==> src/rtl/ivs_dma_pkg.sv <==
// Shared definitions for the IVS DMA read/write engines: FSM encoding, AXI constants, defaults.
package ivs_dma_pkg;

    localparam int DMA_DATA_W = 128;
    localparam int DMA_LEN_W  = 6;

    localparam logic [2:0] AXSIZE_16B = 3'b100;
    localparam logic [1:0] BURST_INCR = 2'b01;
    localparam logic [1:0] RESP_OKAY  = 2'b00;

    typedef enum logic [2:0] {
        ST_IDLE,
        ST_ADDR,
        ST_DATA,
        ST_RESP,
        ST_DONE
    } dma_state_e;

    // True when a burst of `beats` 16-byte beats starting at base_lo runs past a 4 KiB page.
    function automatic logic cross_4k(input logic [11:0] base_lo, input int unsigned beats);
        return (32'(base_lo) + beats * 32'd16) > 32'd4096;
    endfunction

endpackage

==> src/rtl/ivs_dma_wbuf.sv <==
// One-entry registered W stage: holds a beat (data + last) until wready takes it.
module ivs_dma_wbuf
    import ivs_dma_pkg::*;
#(
    parameter int DATA_W = DMA_DATA_W
) (
    input  logic              aclk,
    input  logic              arst,
    input  logic              load,
    input  logic [DATA_W-1:0] load_data,
    input  logic              load_last,
    input  logic              wready,
    output logic              wvalid,
    output logic [DATA_W-1:0] wdata,
    output logic              wlast,
    output logic              can_load
);

    assign can_load = !wvalid || wready;

    always_ff @(posedge aclk) begin
        if (arst) begin
            wvalid <= 1'b0;
            wdata  <= '0;
            wlast  <= 1'b0;
        end else if (load) begin
            wvalid <= 1'b1;
            wdata  <= load_data;
            wlast  <= load_last;
        end else if (wvalid && wready) begin
            wvalid <= 1'b0;
            wlast  <= 1'b0;
        end
    end

endmodule

==> src/rtl/ivs_dma_wr.sv <==
// IVS DMA AXI write initiator: one AW, len+1 W beats from a valid/ready source, one B.
// Optional 4 KiB boundary reject enabled by defining IVS_DMA_WR_4K_CHK_EN.
//
//   state | meaning
//   IDLE  | waiting for dw_req; request fields latched on accept
//   ADDR  | awvalid up until awready (or straight to DONE on 4K reject)
//   DATA  | streaming source beats through the W register
//   RESP  | bready up, waiting for bvalid
//   DONE  | one-cycle dw_done / dw_err pulse
module ivs_dma_wr
    import ivs_dma_pkg::*;
#(
    parameter int ADDR_W = 32,
    parameter int DATA_W = DMA_DATA_W,
    parameter int LEN_W  = DMA_LEN_W,
    parameter int ID_W   = 4
) (
    input  logic                aclk,
    input  logic                arst,
    input  logic                dw_req,
    input  logic [ADDR_W-1:0]   dw_base,
    input  logic [LEN_W-1:0]    dw_len,
    input  logic [ID_W-1:0]     dw_wid,
    output logic                dw_busy,
    output logic                dw_done,
    output logic                dw_err,
    input  logic                src_valid,
    input  logic [DATA_W-1:0]   src_data,
    output logic                src_ready,
    output logic                awvalid,
    input  logic                awready,
    output logic [ID_W-1:0]     awid,
    output logic [ADDR_W-1:0]   awaddr,
    output logic [LEN_W-1:0]    awlen,
    output logic [2:0]          awsize,
    output logic [1:0]          awburst,
    output logic                awlock,
    output logic [3:0]          awcache,
    output logic [2:0]          awport,
    output logic [3:0]          awregion,
    output logic [3:0]          awqos,
    output logic [7:0]          awuser,
    output logic                wvalid,
    input  logic                wready,
    output logic [DATA_W-1:0]   wdata,
    output logic [DATA_W/8-1:0] wstrb,
    output logic                wlast,
    input  logic                bvalid,
    output logic                bready,
    input  logic [ID_W-1:0]     bid,
    input  logic [1:0]          bresp
);

    dma_state_e        state_q, state_d;
    logic [ADDR_W-1:0] base_q;
    logic [LEN_W-1:0]  len_q;
    logic [ID_W-1:0]   id_q;
    logic [LEN_W-1:0]  cnt_q;
    logic              beats_left_q;
    logic              err_q;
    logic              rej_q;
    logic              chk_fail;
    logic              can_load;
    logic              load;

`ifdef IVS_DMA_WR_4K_CHK_EN
    assign chk_fail = cross_4k(dw_base[11:0], 32'(dw_len) + 32'd1);
`else
    assign chk_fail = 1'b0;
`endif

    assign src_ready = (state_q == ST_DATA) && beats_left_q && can_load;
    assign load      = src_valid && src_ready;

    always_comb begin
        state_d = state_q;
        case (state_q)
            ST_IDLE: if (dw_req) state_d = ST_ADDR;
            ST_ADDR: begin
                if (rej_q)        state_d = ST_DONE;
                else if (awready) state_d = ST_DATA;
            end
            ST_DATA: if (wvalid && wready && wlast) state_d = ST_RESP;
            ST_RESP: if (bvalid) state_d = ST_DONE;
            ST_DONE: state_d = ST_IDLE;
            default: state_d = ST_IDLE;
        endcase
    end

    always_ff @(posedge aclk) begin
        if (arst) begin
            state_q      <= ST_IDLE;
            base_q       <= '0;
            len_q        <= '0;
            id_q         <= '0;
            cnt_q        <= '0;
            beats_left_q <= 1'b0;
            err_q        <= 1'b0;
            rej_q        <= 1'b0;
        end else begin
            state_q <= state_d;
            if (state_q == ST_IDLE && dw_req) begin
                base_q <= dw_base;
                len_q  <= dw_len;
                id_q   <= dw_wid;
                rej_q  <= chk_fail;
                err_q  <= chk_fail;
            end
            // Counter holds beats still to load minus one; beats_left stops loading at zero.
            if (state_q == ST_ADDR && awvalid && awready) begin
                cnt_q        <= len_q;
                beats_left_q <= 1'b1;
            end else if (load) begin
                if (cnt_q == '0) beats_left_q <= 1'b0;
                else             cnt_q        <= cnt_q - 1'b1;
            end
            if (state_q == ST_RESP && bvalid)
                err_q <= (bresp != RESP_OKAY) || (bid != id_q);
        end
    end

    ivs_dma_wbuf #(.DATA_W(DATA_W)) u_wbuf (
        .aclk      (aclk),
        .arst      (arst),
        .load      (load),
        .load_data (src_data),
        .load_last (cnt_q == '0),
        .wready    (wready),
        .wvalid    (wvalid),
        .wdata     (wdata),
        .wlast     (wlast),
        .can_load  (can_load)
    );

    assign awvalid  = (state_q == ST_ADDR) && !rej_q;
    assign awaddr   = base_q;
    assign awlen    = len_q;
    assign awid     = id_q;
    assign awsize   = AXSIZE_16B;
    assign awburst  = BURST_INCR;
    assign awlock   = 1'b0;
    assign awcache  = '0;
    assign awport   = '0;
    assign awregion = '0;
    assign awqos    = '0;
    assign awuser   = '0;
    assign wstrb    = '1;
    assign bready   = (state_q == ST_RESP);
    assign dw_busy  = (state_q == ST_ADDR) || (state_q == ST_DATA) || (state_q == ST_RESP);
    assign dw_done  = (state_q == ST_DONE);
    assign dw_err   = (state_q == ST_DONE) && err_q;

endmodule

==> config.mk <==
export PLATFORM = sky130hd
export DESIGN_NAME = ivs_dma_wr
export DESIGN_NICKNAME = d
export VERILOG_FILES = /design/src/rtl/ivs_dma_pkg.sv /design/src/rtl/ivs_dma_wbuf.sv /design/src/rtl/ivs_dma_wr.sv
export SDC_FILE = /design/constraint.sdc
export NUM_CORES = 1
export LEC_CHECK = 0
export ABC_AREA = 1
export BUFFER_PORTS_ARGS = -buffer_cell sky130_fd_sc_hd__buf_2
export CAP_MARGIN = 20
export CORE_MARGIN = 3
export CORE_UTILIZATION = 30
export DETAILED_ROUTE_END_ITERATION = 10
export RECOVER_POWER = 50
export SYNTH_ARGS = -nofsm -noshare
export SYNTH_HDL_FRONTEND = slang
export SYNTH_HIERARCHICAL = 1
export SYNTH_SLANG_ARGS = --single-unit
==> constraint.sdc <==
create_clock -name aclk -period 1.65 [get_ports aclk]
set_clock_uncertainty 0.05 [all_clocks]
set_input_delay 0.0825 -clock aclk [delete_from_list [all_inputs] [get_ports aclk]]
set_output_delay 0.0825 -clock aclk [all_outputs]
set_load 0.02 [all_outputs]
; ---- Word-level counts from Yosys, hierarchy flattened
; Cells that the tools add are included.
[classes]
addsub = 1
n_eq_ne = 10
n_mux = 16
n_reduce_logical = 24
[op_table]
columns = op, count
row1 = 2-to-1 mux 6 bit, 3
row2 = 2-to-1 mux 3 bit, 4
row3 = one-hot mux 3 bit (4 select lines), 1
row4 = nonzero test 2 bit, 5
row5 = logical AND 1 bit, 9
row6 = 2-to-1 mux 1 bit, 8
row7 = "inequality test 2 bit, second input constant", 4
row8 = "== test 3 x 2 -> 1 bit, second input constant", 2
row9 = zero test 6 bit, 1
row10 = "subtractor 6 x 1 -> 6 bit, second input constant", 1
row11 = logical OR 1 bit, 4
row12 = inequality test 4 bit, 1
row13 = AND reduction 2 bit, 2
row14 = AND reduction 4 bit, 1
row15 = "== test 3 x 1 -> 1 bit, second input constant", 1
row16 = "== test 3 bit, second input constant", 1
row17 = zero test 3 bit, 1
row18 = "inequality test 2 x 1 -> 1 bit, second input constant", 1
row19 = zero test 1 bit, 1
[totals]
reg_bits = 183
out_inout_bits = 223
wordCells = 61

; ---- Logic depth before layout (Yosys ltp)
[depth]
ltp_word = 6
mapped_depth = 12

; ---- Modules after synthesis
; Netlist, hierarchy kept.
[by_module_without_submodules]
columns = module, n_inst, cells_each, area_per_inst_um2, seq_area_each_um2
row1 = ivs_dma_wbuf, 1, 567, 4481.8, 2602.5
row2 = ivs_dma_wr, 1, 351, 2633.8, 1061.0

; ---- Least setup slack after synthesis
; Ideal clock, no wire load.
[synth_path]
kind = register -> register
start = register u_wbuf.wvalid
end = register u_wbuf.wdata[100]
setup_time_ns = 0.064
arrival_ns = 1.485
path_slack_ns = 0.050
path_stages_with_launch = 12
path_buffers = 3
period_less_slack_ns = 1.600
path_cell_list = dfxtp_1 nand2_1 nand2_1 inv_1 nand4_1 inv_1 buf_4 inv_2 buf_6 buf_4 nor2_1 nor2_1
[synth_via]
elab_chain_cells = 4
[synth_rtl]
columns = element, line_no
row1 = start: declaration, ivs_dma_wbuf.sv:13  ; output logic wvalid,
row2 = start signal: assignment, ivs_dma_wbuf.sv:23  ; wvalid <= 1'b0;
row3 = start signal: assignment, ivs_dma_wbuf.sv:27  ; wvalid <= 1'b1;
row4 = start signal: assignment, ivs_dma_wbuf.sv:31  ; wvalid <= 1'b0;
row5 = zero test 1 bit, ivs_dma_wbuf.sv:19  ; assign can_load = !wvalid || wready;
row6 = logical OR 1 bit, ivs_dma_wbuf.sv:19
row7 = net can_load, ivs_dma_wr.sv:63  ; logic can_load;
row8 = logical AND 1 bit, ivs_dma_wr.sv:72  ; assign src_ready = (state_q == ST_DATA) && beats_left_q && can_load;
row9 = logical AND 1 bit, ivs_dma_wr.sv:73  ; assign load = src_valid && src_ready;
row10 = net load, ivs_dma_wr.sv:64  ; logic load;
row11 = end signal: assignment, ivs_dma_wbuf.sv:28  ; wdata <= load_data;
row12 = end: declaration, ivs_dma_wbuf.sv:14  ; output logic [DATA_W-1:0] wdata,
; The timed path passes the listed nets, and every way through them passes these cells.
; A chain may end at the register's enable or synchronous reset.

; ---- Worst setup path in the final report
[layout_path]
start = register u_wbuf.wvalid
end = register u_wbuf.wdata[1]
; Same word-level chain as after synthesis.

==> impl_metrics.csv <==
group,metric,value,unit
critical_path,crit_buf_inv,5,
clock_network,cts.sinks,183,
critical_path,end_kind,"flip-flop",
synth,synth-seq-cells,183,
timing,finalWorstSetupSlack,0.0837,ns
synth,yosysUniqueCellTypes,32,
pwr,power.leakage,5.24,nW
clock_network,cts_tree,"yes",
synth,postSynthCellCount,918,
global_routing,grt_max_degree,82,
placed_design,dp_worst_setup_slack,0.0793,ns
layout,fin_util,50.2,%
clock_network,cts-root-buf,"clkbuf_16",
global_routing,grt_pass1_vias,7457,
synth,syn_area_per_cell,7.75,um^2
critical_path,critical_path.max_stage_delay,0.33,ns
critical_path,arrival,1.84,ns
synth,syn_area,7120,um^2
clock_network,numCtsBuffers,17,
pwr,power,12.3,mW
min_path,whs_endpoint,"cnt_q[4]$_SDFFE_PP0P_",
global_routing,antenna_found_initial,0,
flow_run,maxCapViolCount,0,
timing,finalMaxSlewViolations,0,
floorplan,core_area,23000,um^2
layout,syn2layout_area_growth,62.1,%
global_routing,track_usage,18.1,%
drt,drt-total-wl,25900,um
clock_network,cts_buffer_depth,2,
drt,wl_per_cell,14.6,um
floorplan,start_util,31.0,%
pwr,ir_worst_vdd,0.668,mV
synth,synthAdderAreaFrac,0.352,%
floorplan,die_x,160,um
drt,num_vias,7900,
critical_path,r2r_cells,10,
synth,synth-simple-area-share,24.0,%
min_path,hp-class,"primary input to flip-flop",
synth,netlist.area_leader.share,51.5,%
drt,antenna_left,0,
critical_path,path_delay_family,"buffers and inverters",
status,status,"finished clean",
critical_path,crit_path_max_fanout,10,
placed_design,hpwl,15500,um
synth,yosys.area.top_type,"dfxtp_1",
critical_path,cp_slowest_cell,"dfxtp_2",
floorplan,num_rows,55,
timing,fin_hold_ws,0.0626,ns
placed_design,io_buffers,360,
placed_design,gp_congestion,0.827,
drt,dr.pass1.iters,5,
critical_path,crit_path_cell_trace,"nand2_2, nand2_4, inv_1, nand4_1, bufinv_8, buf_12, inv_6, buf_12, nor2_1, nor2_1",
synth,yosysWarnings,6,
critical_path,critical_path_required,1.92,ns
critical_path,cp-start-kind,"flip-flop",
min_path,whs_path_depth,3,
timing,fin_crit,1.57,ns
clock_network,clkTransAtPathRegs,0.08,ns
floorplan,die_area,25600,um^2
floorplan,pin_count,406,
layout,fin_nets,1632,
clock_network,clk_latency,0.43,ns
synth,synth_compound_area_share,12.9,%
layout,antennaDiodeCount,0,
clock_network,htreeDepth,4,
floorplan,fp.dieH,160,um
timing,fmax,638,MHz
critical_path,r2r_setup_slack,0.08,ns
critical_path,timing.rr.start,"u_wbuf/wvalid$_SDFFE_PP0P_",
synth,muxShareOfSynthArea,0,%
global_routing,grt_pass1_wl,38200,um
timing,period_share,94.9,%
layout,drive_gt1_share,20.0,%
critical_path,r2r-end,"u_wbuf/wdata[1]$_SDFFE_PP0P_",
timing,hold_viol,0,
global_routing,grt-ovfl-total,0,
synth,seq_area_frac_synth,51.5,%
pwr,pwr_density_cell,1070,nW/um^2
drt,drt_iter0_drc,572,
min_path,holdCritStartpoint,"arst",
timing,setup_viol,0,
drt,vias_per_cell,4.46,
synth,synth_xor_area_share,0.615,%
drt,drcViolationCount,0,
critical_path,critPathKind,"flip-flop to flip-flop",
synth,synthTopCellsByArea,"dfxtp_1 (51%), nor2_1 (15%), o21ai_0 (9.1%), buf_4 (6.2%), nand2_1 (5.9%)",
synth,synth_top_family_by_area,"simple AND/OR/NAND/NOR gates",
Yosys cell counts (all sizes together):
library cell and count:
nor3 5, nor4 1, inv 24, ha 2
nand3b 1, nand2 116, buf 75, xor2 3
dfxtp 183, nand4 4, a31oi 1, clkbuf 26
conb 2, a21oi 48, nand3 15, o21ai 133
nor2 277, xnor2 2
registers in the layout, summed over array words and instances, names as in the netlist:
register / cells
beats_left_q: 1
cnt_q: 6
u_wbuf/wvalid: 1
err_q: 1
u_wbuf/wdata: 128
awlen: 6
awid: 4
u_wbuf/wlast: 1
state_q: 3
awaddr: 32
worst max-delay path by stage:
stage | start | endpoint | slack, ns | depth (start not counted)
3_3_place_gp | u_wbuf/wvalid$_SDFFE_PP0P_ | u_wbuf/wdata[10]$_SDFFE_PP0P_ | 0.15 | 9
4_1_cts | state_q[2]$_SDFFE_PP0P_ | src_ready | 0.01 | 5
5_1_grt | state_q[0]$_SDFFE_PP0P_ | bready | -0.01 | 4
6_report | u_wbuf/wvalid$_SDFFE_PP0P_ | u_wbuf/wdata[1]$_SDFFE_PP0P_ | 0.08 | 10
3_5_place_dp | u_wbuf/wvalid$_SDFFE_PP0P_ | u_wbuf/wdata[123]$_SDFFE_PP0P_ | 0.08 | 9
2_1_floorplan | u_wbuf/wvalid$_SDFFE_PP0P_ | u_wbuf/wdata[100]$_SDFFE_PP0P_ | 0.05 | 11
routing by layer:
metal / wire length (um) / track usage (%) / up-vias
met1: 10800 / 21.2 / 3604
met2: 12800 / 31.3 / 345
met5: 0 / 0 / -
li1: - / - / 3892
met3: 1630 / 5.11 / 59
met4: 735 / 6.79 / 0
report_power, final:
part | total (mW) | internal [mW] | switching [mW]
registers | 5.05 | 4.80 | 0.250
logic | 3.20 | 1.23 | 1.96
clock network | 4.08 | 2.04 | 2.04
area by class of cell:
class                           instances  area [um^2]
Inverter                               24          116
Clock inverter                         14          159
Timing Repair inverter                  1         8.76
Timing Repair Buffer                  567         3860
Sequential cell                       183         3670
Fill cell                            2263        11500
Tap cell                              313          392
Clock buffer                           18          429
Multi-Input combinational cell        653         2900
logic make-up after synthesis:
family	count (synthesis)
other	2
buffers and inverters	125
adder cells (fa/ha/maj)	2
AND/OR/NAND/NOR	419
XOR/XNOR	5
AO/OA/AOI/OAI	182
flip-flops	183
through the flow:
step                      instances  area, um^2  setup TNS, ns
after floorplan                 961        7280              0
after global placement         1553        9050              0
after detailed placement       1553        9050              0
after CTS                      1762       11400              0
after global routing           1773       11500        -0.0133
final                          1773       11500              0
what timing repair did:
action	in CTS	in global routing
setup buffers	0	2
cloned	0	10
endpoints found under the hold margin	177	0
setup endpoints to repair	1	129
pin swaps	0	3
gates resized for setup	1	36
hold buffers	177	0
tightest hold or removal path: stages:
cell	delay (ns)
buf_2	0.09
buf_4	0.28
a21oi_2	0.04
cell usage in the layout, fill, tap and decap left out, types with 5 or more instances in the layout:
cell type and count:
nand3_1 11, dlygate4sd3_1 177, conb_1 45, a21oi_1 46
inv_2 5, dfxtp_1 180, buf_4 13, clkbuf_1 172
o21ai_0 128, o21ai_1 5, inv_6 5, nor2_2 12
nor2_1 263, clkbuf_16 23, buf_2 187, buf_12 5
nand2_1 109, inv_1 17
Note: power is estimated with default switching activity, not from simulation.
